[src/rtl/mem_access_arbiter_if.sv]
// Requester, XOR_RAM and ROM signals of mem_access_arbiter, bundled for port connection.
// slave = arbiter side, master = requesters plus RAM/ROM environment.
interface mem_access_arbiter_if;
  localparam int unsigned AW = 3;
  localparam int unsigned DW = 8;

  logic          req_a;
  logic          req_b;
  logic          wr_a;
  logic          wr_b;
  logic [AW-1:0] addr_a;
  logic [AW-1:0] addr_b;
  logic [DW-1:0] wdata_a;
  logic [DW-1:0] wdata_b;
  logic          ack_a;
  logic          ack_b;
  logic [DW-1:0] rdata;
  logic          busy;
  logic          ram_mode;
  logic [AW-1:0] ram_addr;
  logic [DW-1:0] ram_data_in;
  logic [DW-1:0] ram_mask;
  logic [DW-1:0] ram_data_out;
  logic [AW-1:0] rom_addr;
  logic [DW-1:0] rom_data;

  modport slave (
    input  req_a, req_b, wr_a, wr_b, addr_a, addr_b, wdata_a, wdata_b,
    input  ram_data_out, rom_data,
    output ack_a, ack_b, rdata, busy,
    output ram_mode, ram_addr, ram_data_in, ram_mask, rom_addr
  );

  modport master (
    output req_a, req_b, wr_a, wr_b, addr_a, addr_b, wdata_a, wdata_b,
    output ram_data_out, rom_data,
    input  ack_a, ack_b, rdata, busy,
    input  ram_mode, ram_addr, ram_data_in, ram_mask, rom_addr
  );
endinterface

[src/rtl/mem_access_arbiter.sv]
// Two-requester arbiter for one XOR_RAM, with ROM-supplied per-address encode/decode mask.
// Define ARB_ROM_MASK_EN to enable the ROM mask; otherwise storage is plain and the ROM is unused.
module mem_access_arbiter (
  input  logic                 CLK,
  input  logic                 RST_N,
  mem_access_arbiter_if.slave  arb
);
  localparam int unsigned AW = 3;
  localparam int unsigned DW = 8;

  typedef enum logic [1:0] {
    S_IDLE   = 2'd0,
    S_ACCESS = 2'd1,
    S_RESP   = 2'd2
  } state_t;

  state_t        r_state,    w_state_nxt;
  logic          r_prio,     w_prio_nxt;
  logic          r_win,      w_win_nxt;
  logic          r_wr,       w_wr_nxt;
  logic [AW-1:0] r_addr,     w_addr_nxt;
  logic [DW-1:0] r_wdata,    w_wdata_nxt;
  logic [DW-1:0] r_rdata,    w_rdata_nxt;
  logic          r_ack_a,    w_ack_a_nxt;
  logic          r_ack_b,    w_ack_b_nxt;
  logic          r_busy,     w_busy_nxt;
  logic          r_ram_mode, w_ram_mode_nxt;
  logic          w_grant_b;
  logic [DW-1:0] w_mask;

  // B wins when it is the only requester or when both request and prio points at B
  assign w_grant_b = arb.req_b & (~arb.req_a | r_prio);

`ifdef ARB_ROM_MASK_EN
  // rom_addr is registered, so rom_data is settled for the whole ACCESS cycle
  assign w_mask       = (r_state == S_ACCESS) ? arb.rom_data : DW'(0);
  assign arb.rom_addr = r_addr;
`else
  logic w_unused_rom;
  assign w_unused_rom = ^arb.rom_data;
  assign w_mask       = DW'(0);
  assign arb.rom_addr = AW'(0);
`endif

  always_ff @(posedge CLK or negedge RST_N) begin
    if (!RST_N) begin
      r_state    <= S_IDLE;
      r_prio     <= 1'b0;
      r_win      <= 1'b0;
      r_wr       <= 1'b0;
      r_addr     <= AW'(0);
      r_wdata    <= DW'(0);
      r_rdata    <= DW'(0);
      r_ack_a    <= 1'b0;
      r_ack_b    <= 1'b0;
      r_busy     <= 1'b0;
      r_ram_mode <= 1'b1;
    end else begin
      r_state    <= w_state_nxt;
      r_prio     <= w_prio_nxt;
      r_win      <= w_win_nxt;
      r_wr       <= w_wr_nxt;
      r_addr     <= w_addr_nxt;
      r_wdata    <= w_wdata_nxt;
      r_rdata    <= w_rdata_nxt;
      r_ack_a    <= w_ack_a_nxt;
      r_ack_b    <= w_ack_b_nxt;
      r_busy     <= w_busy_nxt;
      r_ram_mode <= w_ram_mode_nxt;
    end
  end

  // Next-state and registered-output logic; RAM stays in read mode outside ACCESS
  always_comb begin
    w_state_nxt    = r_state;
    w_prio_nxt     = r_prio;
    w_win_nxt      = r_win;
    w_wr_nxt       = r_wr;
    w_addr_nxt     = r_addr;
    w_wdata_nxt    = r_wdata;
    w_rdata_nxt    = r_rdata;
    w_ack_a_nxt    = 1'b0;
    w_ack_b_nxt    = 1'b0;
    w_busy_nxt     = 1'b0;
    w_ram_mode_nxt = 1'b1;

    unique case (r_state)
      S_IDLE: begin
        if (arb.req_a | arb.req_b) begin
          w_state_nxt    = S_ACCESS;
          w_win_nxt      = w_grant_b;
          w_wr_nxt       = w_grant_b ? arb.wr_b    : arb.wr_a;
          w_addr_nxt     = w_grant_b ? arb.addr_b  : arb.addr_a;
          w_wdata_nxt    = w_grant_b ? arb.wdata_b : arb.wdata_a;
          w_busy_nxt     = 1'b1;
          w_ram_mode_nxt = ~w_wr_nxt;
        end
      end
      S_ACCESS: begin
        w_state_nxt = S_RESP;
        w_busy_nxt  = 1'b1;
        w_ack_a_nxt = ~r_win;
        w_ack_b_nxt = r_win;
        if (!r_wr) begin
          w_rdata_nxt = arb.ram_data_out ^ w_mask;
        end
      end
      S_RESP: begin
        w_state_nxt = S_IDLE;
        w_prio_nxt  = ~r_win;
      end
      default: begin
        w_state_nxt = S_IDLE;
      end
    endcase
  end

  assign arb.ack_a       = r_ack_a;
  assign arb.ack_b       = r_ack_b;
  assign arb.busy        = r_busy;
  assign arb.rdata       = r_rdata;
  assign arb.ram_mode    = r_ram_mode;
  assign arb.ram_addr    = r_addr;
  assign arb.ram_data_in = r_wdata;
  assign arb.ram_mask    = w_mask;
endmodule

[src/flat_wrapper.sv]
// flat-port wrapper written by rule: the top's interface ports become plain ports
module mem_access_arbiter_flat 
  (CLK, RST_N, arb_req_a, arb_req_b, arb_wr_a, arb_wr_b, arb_addr_a, arb_addr_b, arb_wdata_a, arb_wdata_b, arb_ram_data_out, arb_rom_data, arb_ack_a, arb_ack_b, arb_rdata, arb_busy, arb_ram_mode, arb_ram_addr, arb_ram_data_in, arb_ram_mask, arb_rom_addr);
  mem_access_arbiter_if arb_i ();
  input  logic CLK;
  input  logic RST_N;
  input wire logic [$bits(arb_i.req_a)-1:0] arb_req_a;
  input wire logic [$bits(arb_i.req_b)-1:0] arb_req_b;
  input wire logic [$bits(arb_i.wr_a)-1:0] arb_wr_a;
  input wire logic [$bits(arb_i.wr_b)-1:0] arb_wr_b;
  input wire logic [$bits(arb_i.addr_a)-1:0] arb_addr_a;
  input wire logic [$bits(arb_i.addr_b)-1:0] arb_addr_b;
  input wire logic [$bits(arb_i.wdata_a)-1:0] arb_wdata_a;
  input wire logic [$bits(arb_i.wdata_b)-1:0] arb_wdata_b;
  input wire logic [$bits(arb_i.ram_data_out)-1:0] arb_ram_data_out;
  input wire logic [$bits(arb_i.rom_data)-1:0] arb_rom_data;
  output wire logic [$bits(arb_i.ack_a)-1:0] arb_ack_a;
  output wire logic [$bits(arb_i.ack_b)-1:0] arb_ack_b;
  output wire logic [$bits(arb_i.rdata)-1:0] arb_rdata;
  output wire logic [$bits(arb_i.busy)-1:0] arb_busy;
  output wire logic [$bits(arb_i.ram_mode)-1:0] arb_ram_mode;
  output wire logic [$bits(arb_i.ram_addr)-1:0] arb_ram_addr;
  output wire logic [$bits(arb_i.ram_data_in)-1:0] arb_ram_data_in;
  output wire logic [$bits(arb_i.ram_mask)-1:0] arb_ram_mask;
  output wire logic [$bits(arb_i.rom_addr)-1:0] arb_rom_addr;
  assign arb_i.req_a = arb_req_a;
  assign arb_i.req_b = arb_req_b;
  assign arb_i.wr_a = arb_wr_a;
  assign arb_i.wr_b = arb_wr_b;
  assign arb_i.addr_a = arb_addr_a;
  assign arb_i.addr_b = arb_addr_b;
  assign arb_i.wdata_a = arb_wdata_a;
  assign arb_i.wdata_b = arb_wdata_b;
  assign arb_i.ram_data_out = arb_ram_data_out;
  assign arb_i.rom_data = arb_rom_data;
  assign arb_ack_a = arb_i.ack_a;
  assign arb_ack_b = arb_i.ack_b;
  assign arb_rdata = arb_i.rdata;
  assign arb_busy = arb_i.busy;
  assign arb_ram_mode = arb_i.ram_mode;
  assign arb_ram_addr = arb_i.ram_addr;
  assign arb_ram_data_in = arb_i.ram_data_in;
  assign arb_ram_mask = arb_i.ram_mask;
  assign arb_rom_addr = arb_i.rom_addr;
  mem_access_arbiter u_core (.CLK(CLK), .RST_N(RST_N), .arb(arb_i));
endmodule
[config.mk]
export PLATFORM = sky130hd
export DESIGN_NAME = mem_access_arbiter_flat
export DESIGN_NICKNAME = d
export VERILOG_FILES = /design/src/rtl/mem_access_arbiter_if.sv /design/src/rtl/mem_access_arbiter.sv /design/src/flat_wrapper.sv
export SDC_FILE = /design/constraint.sdc
export NUM_CORES = 1
export LEC_CHECK = 0
export ABC_CLOCK_PERIOD_IN_PS = 1250
export BUFFER_PORTS_ARGS = -buffer_cell sky130_fd_sc_hd__clkbuf_2
export CAP_MARGIN = 20
export CORE_MARGIN = 2
export CORE_UTILIZATION = 40
export DETAILED_ROUTE_END_ITERATION = 7
export GPL_TIMING_DRIVEN = 0
export PLACE_DENSITY = 0.81
export SLEW_MARGIN = 30
export SYNTH_ARGS = -nofsm -noshare
export SYNTH_HDL_FRONTEND = slang
export SYNTH_SLANG_ARGS = --single-unit
[constraint.sdc]
create_clock -name CLK -period 1.25 [get_ports CLK]
set_input_delay 0.125 -clock CLK [delete_from_list [all_inputs] [get_ports CLK]]
set_output_delay 0.125 -clock CLK [all_outputs]
set_load 0.05 [all_outputs]
==> impl_results.md <==
* Status: finished, violations left
* Failing checks: negative setup slack
* Final HPWL DP at 2.48 mm
* Overall power at 6060 uW
* Aggregate global routing overflow at 0
* Design area at between 0.002 and 0.0025 mm2
* Final GP Congestion at 0.727
* Routed met1 length at about 1.5 mm
* Max clock buf depth at 2
* Clock power frac at under 10%
* Area occupied by multi-input gates at roughly 660 um2
* H-tree levels at 1
* Length of routed met3 wiring at 206 um
* Initial core utilization at 42.2%
* HP Class: primary input to flop
* IO Port Bufs at 58
* Placed Area at 0.00182 mm2
* Core ar. at roughly 0.0034 mm2
* I/O Pins at 78
* Commonest non-fill, non-tap cells in the layout: clkbuf_2, dfrtp_1, buf_4
* Area Growth Syn to Fin at 47.1%
* Antenna cells at 0
* Sequential-to-total area share from yosys stat at 49.1%
* Critical path arrival at 1.51 ns
* Peak VDD IR at 1.18 mV
* Worst Path Required at 1.49 ns
* First-pass GRT wire length at approximately 5.7 mm
* NetSw at 2990 uW
* Synth unique cells at 29
* Vias in the first global route at 1219
* Maxcap violations at 0
* Setup ws final at -0.0244 ns
* Most common cell after layout, fill and taps aside: clkbuf_2
* Final Skew at 0.00287 ns
* RSZ-0062 raised after global routing: true
* Die X at between 60 and 70 um
* Switch share at 49.3%
* Final Cycle Share at 102%
* Routed len/inst at 13.4 um
* Height of the die at 63.8 um
* Nets@finish at 259
* Int Pwr at 3070 uW
* Area occupied by registers at 703 um2
* Mapped Area at roughly 0.0014 mm2
* Worst-Skew Late Latency at 0.33 ns
* Ratio of cells with drive above 1 in the final layout at 54.7%
* F_max at about 800 MHz
* Lkg Pwr at 0.00101 uW
* Fin crit period at 1.27 ns
* Flops & latches, synth at 28
* Synth Warn # at 0
* Combinational share of power at between 60% and 70%
* Post-synthesis area per instance at 11.4 um2
* Initial antenna violation count at 0
* Rel. slew slack at between 50 and 60%
* Setup violations, final at 9
* Area share of the largest cell type after synthesis at 47.2%
* Top routing layer in use: met4
* Initial DRC count at 58
* Routed length on met2 at about 1.8 mm
* Via density per instance at about 4.7
* DRC errors left at 0
* Final hold vios at 0
* R2R Setup Slk at -0.02 ns
* Part of the power in registers at a little over a quarter
* Hold slack at 0.0208 ns
* Worst-path clk slew at 0.14 ns
* PwrDens at 2880 mW/mm2
* DRT Pass-1 Iters at 4
* Max-slew violations at 0
* Setup CP Type: flop to flop
* Synth top area cells: dfrtp_1, a31oi_4, mux2_1
* CTS buffer count at 3
* Worst Setup Start Kind: flop
* Overall routing resource usage at 18.1%
* Clk sinks at 28
* Fill count at 284
* Die ar. at 0.00407 mm2
* Post-Synthesis Cells at 126
* Post-Route WL at 3.49 mm
* Tightest Pin Transition at 0.648 ns
* Via count at 1215
* Largest area contributor in the netlist: dfrtp_1
* Pin count of the biggest net entering global routing at 29
* CTS Root Cell: clkbuf_4
* CTS tree: done
* Max FO, Critical Path at 3
* FP Rows at 21
* ANT nets after route at 0
* Crit. End Element: flop
* Setup tns final at -0.157 ns
-- stage by stage --
stage                     util, %  setup slack, ns  std cells
after floorplan                 -         -0.00434        136
after global placement       53.6           -0.186        240
after detailed placement     53.6           -0.242        240
after CTS                    60.6          -0.0193        256
after global routing         62.1          -0.0689        260
final                        62.1          -0.0244        260
-- power groups by stage --
stage | combinational, uW | sequential, uW | clock [uW]
4_1_cts | 3980 | 1640 | 389
5_1_grt | 4250 | 1690 | 426
3_5_place_dp | 3250 | 1630 | 0
2_1_floorplan | 1310 | 2860 | 0
3_3_place_gp | 3200 | 1590 | 0
6_report | 4030 | 1640 | 379
-- logic make-up after synthesis --
kind of cell,after synthesis,synth area share (%)
buf+inv,24,11.0
compound gates,40,24.1
mux,8,6.30
simple gates,25,9.19
other cells,1,0.262
flops,28,49.1
-- registers in the layout, summed over array words and instances (netlist names) --
| signal | count |
|---|---|
| u_core.arb.ack_b | 1 |
| u_core.arb.ram_data_in | 8 |
| u_core.arb.ram_mode | 1 |
| u_core.arb.ack_a | 1 |
| u_core.r_wr | 1 |
| u_core.arb.busy | 1 |
| u_core.r_state | 2 |
| u_core.r_prio | 1 |
| u_core.arb.rdata | 8 |
| u_core.r_win | 1 |
| u_core.arb.ram_addr | 3 |
-- cells in the mapped netlist --
cell	n
o21ai_1	3
a31oi_4	8
clkbuf_2	1
o22a_1	1
inv_1	3
o31ai_1	1
and2_4	1
dfstp_2	1
buf_12	1
inv_2	1
a31oi_1	3
mux2_1	8
or2_1	1
nor2_1	6
buf_2	1
conb_1	1
clkbuf_1	5
nor2b_1	1
nor2_4	1
o211ai_1	1
nand3_1	12
a21boi_0	1
buf_4	11
nand2b_1	2
buf_6	1
o21ai_0	11
nand2_1	1
a21oi_1	11
dfrtp_1	27
-- repair_timing --
item,CTS,global route
endpoints found under the hold margin,27,3
setup endpoints to repair,21,22
setup buffers,11,1
pin swaps,3,4
cloned,1,0
gates resized for setup,22,5
hold buffers,1,3
-- path summary, 6_finish.rpt --
path / startpoint / end / depth (start not counted)
max: u_core.r_state[1] / u_core.r_wr / 6
min: arb_ram_data_out[6] / u_core.arb.rdata[6] / 2
max reg2reg: u_core.r_state[1] / u_core.r_wr / 6
min reg2reg: u_core.r_win / u_core.arb.ack_a / 1
max in group asynchronous: RST_N / u_core.r_state[0] / 2
min in group asynchronous: RST_N / u_core.arb.busy / 2
-- per-layer routing --
metal,GRT usage [%],vias to the layer above
met1,23.3,554
met2,31.3,57
met5,0,-
met3,2.64,5
li1,-,599
met4,5.71,0
-- cell type report --
type	count	share of cell area, %
plain buffers	19	6.78
clock buffers	4	1.25
inverters	4	0.714
multi-input cells	84	31.5
flip-flops and latches	28	33.4
well taps	46	2.74
repair buffers	75	23.6
-- critical path, stage by stage, from the launching register on --
cell     delay (ns)
dfrtp_1        0.42
buf_6          0.12
nor2_4         0.03
and2_4         0.18
buf_12         0.13
buf_6          0.11
o22a_1         0.19
(Power assumes the default switching activity.)
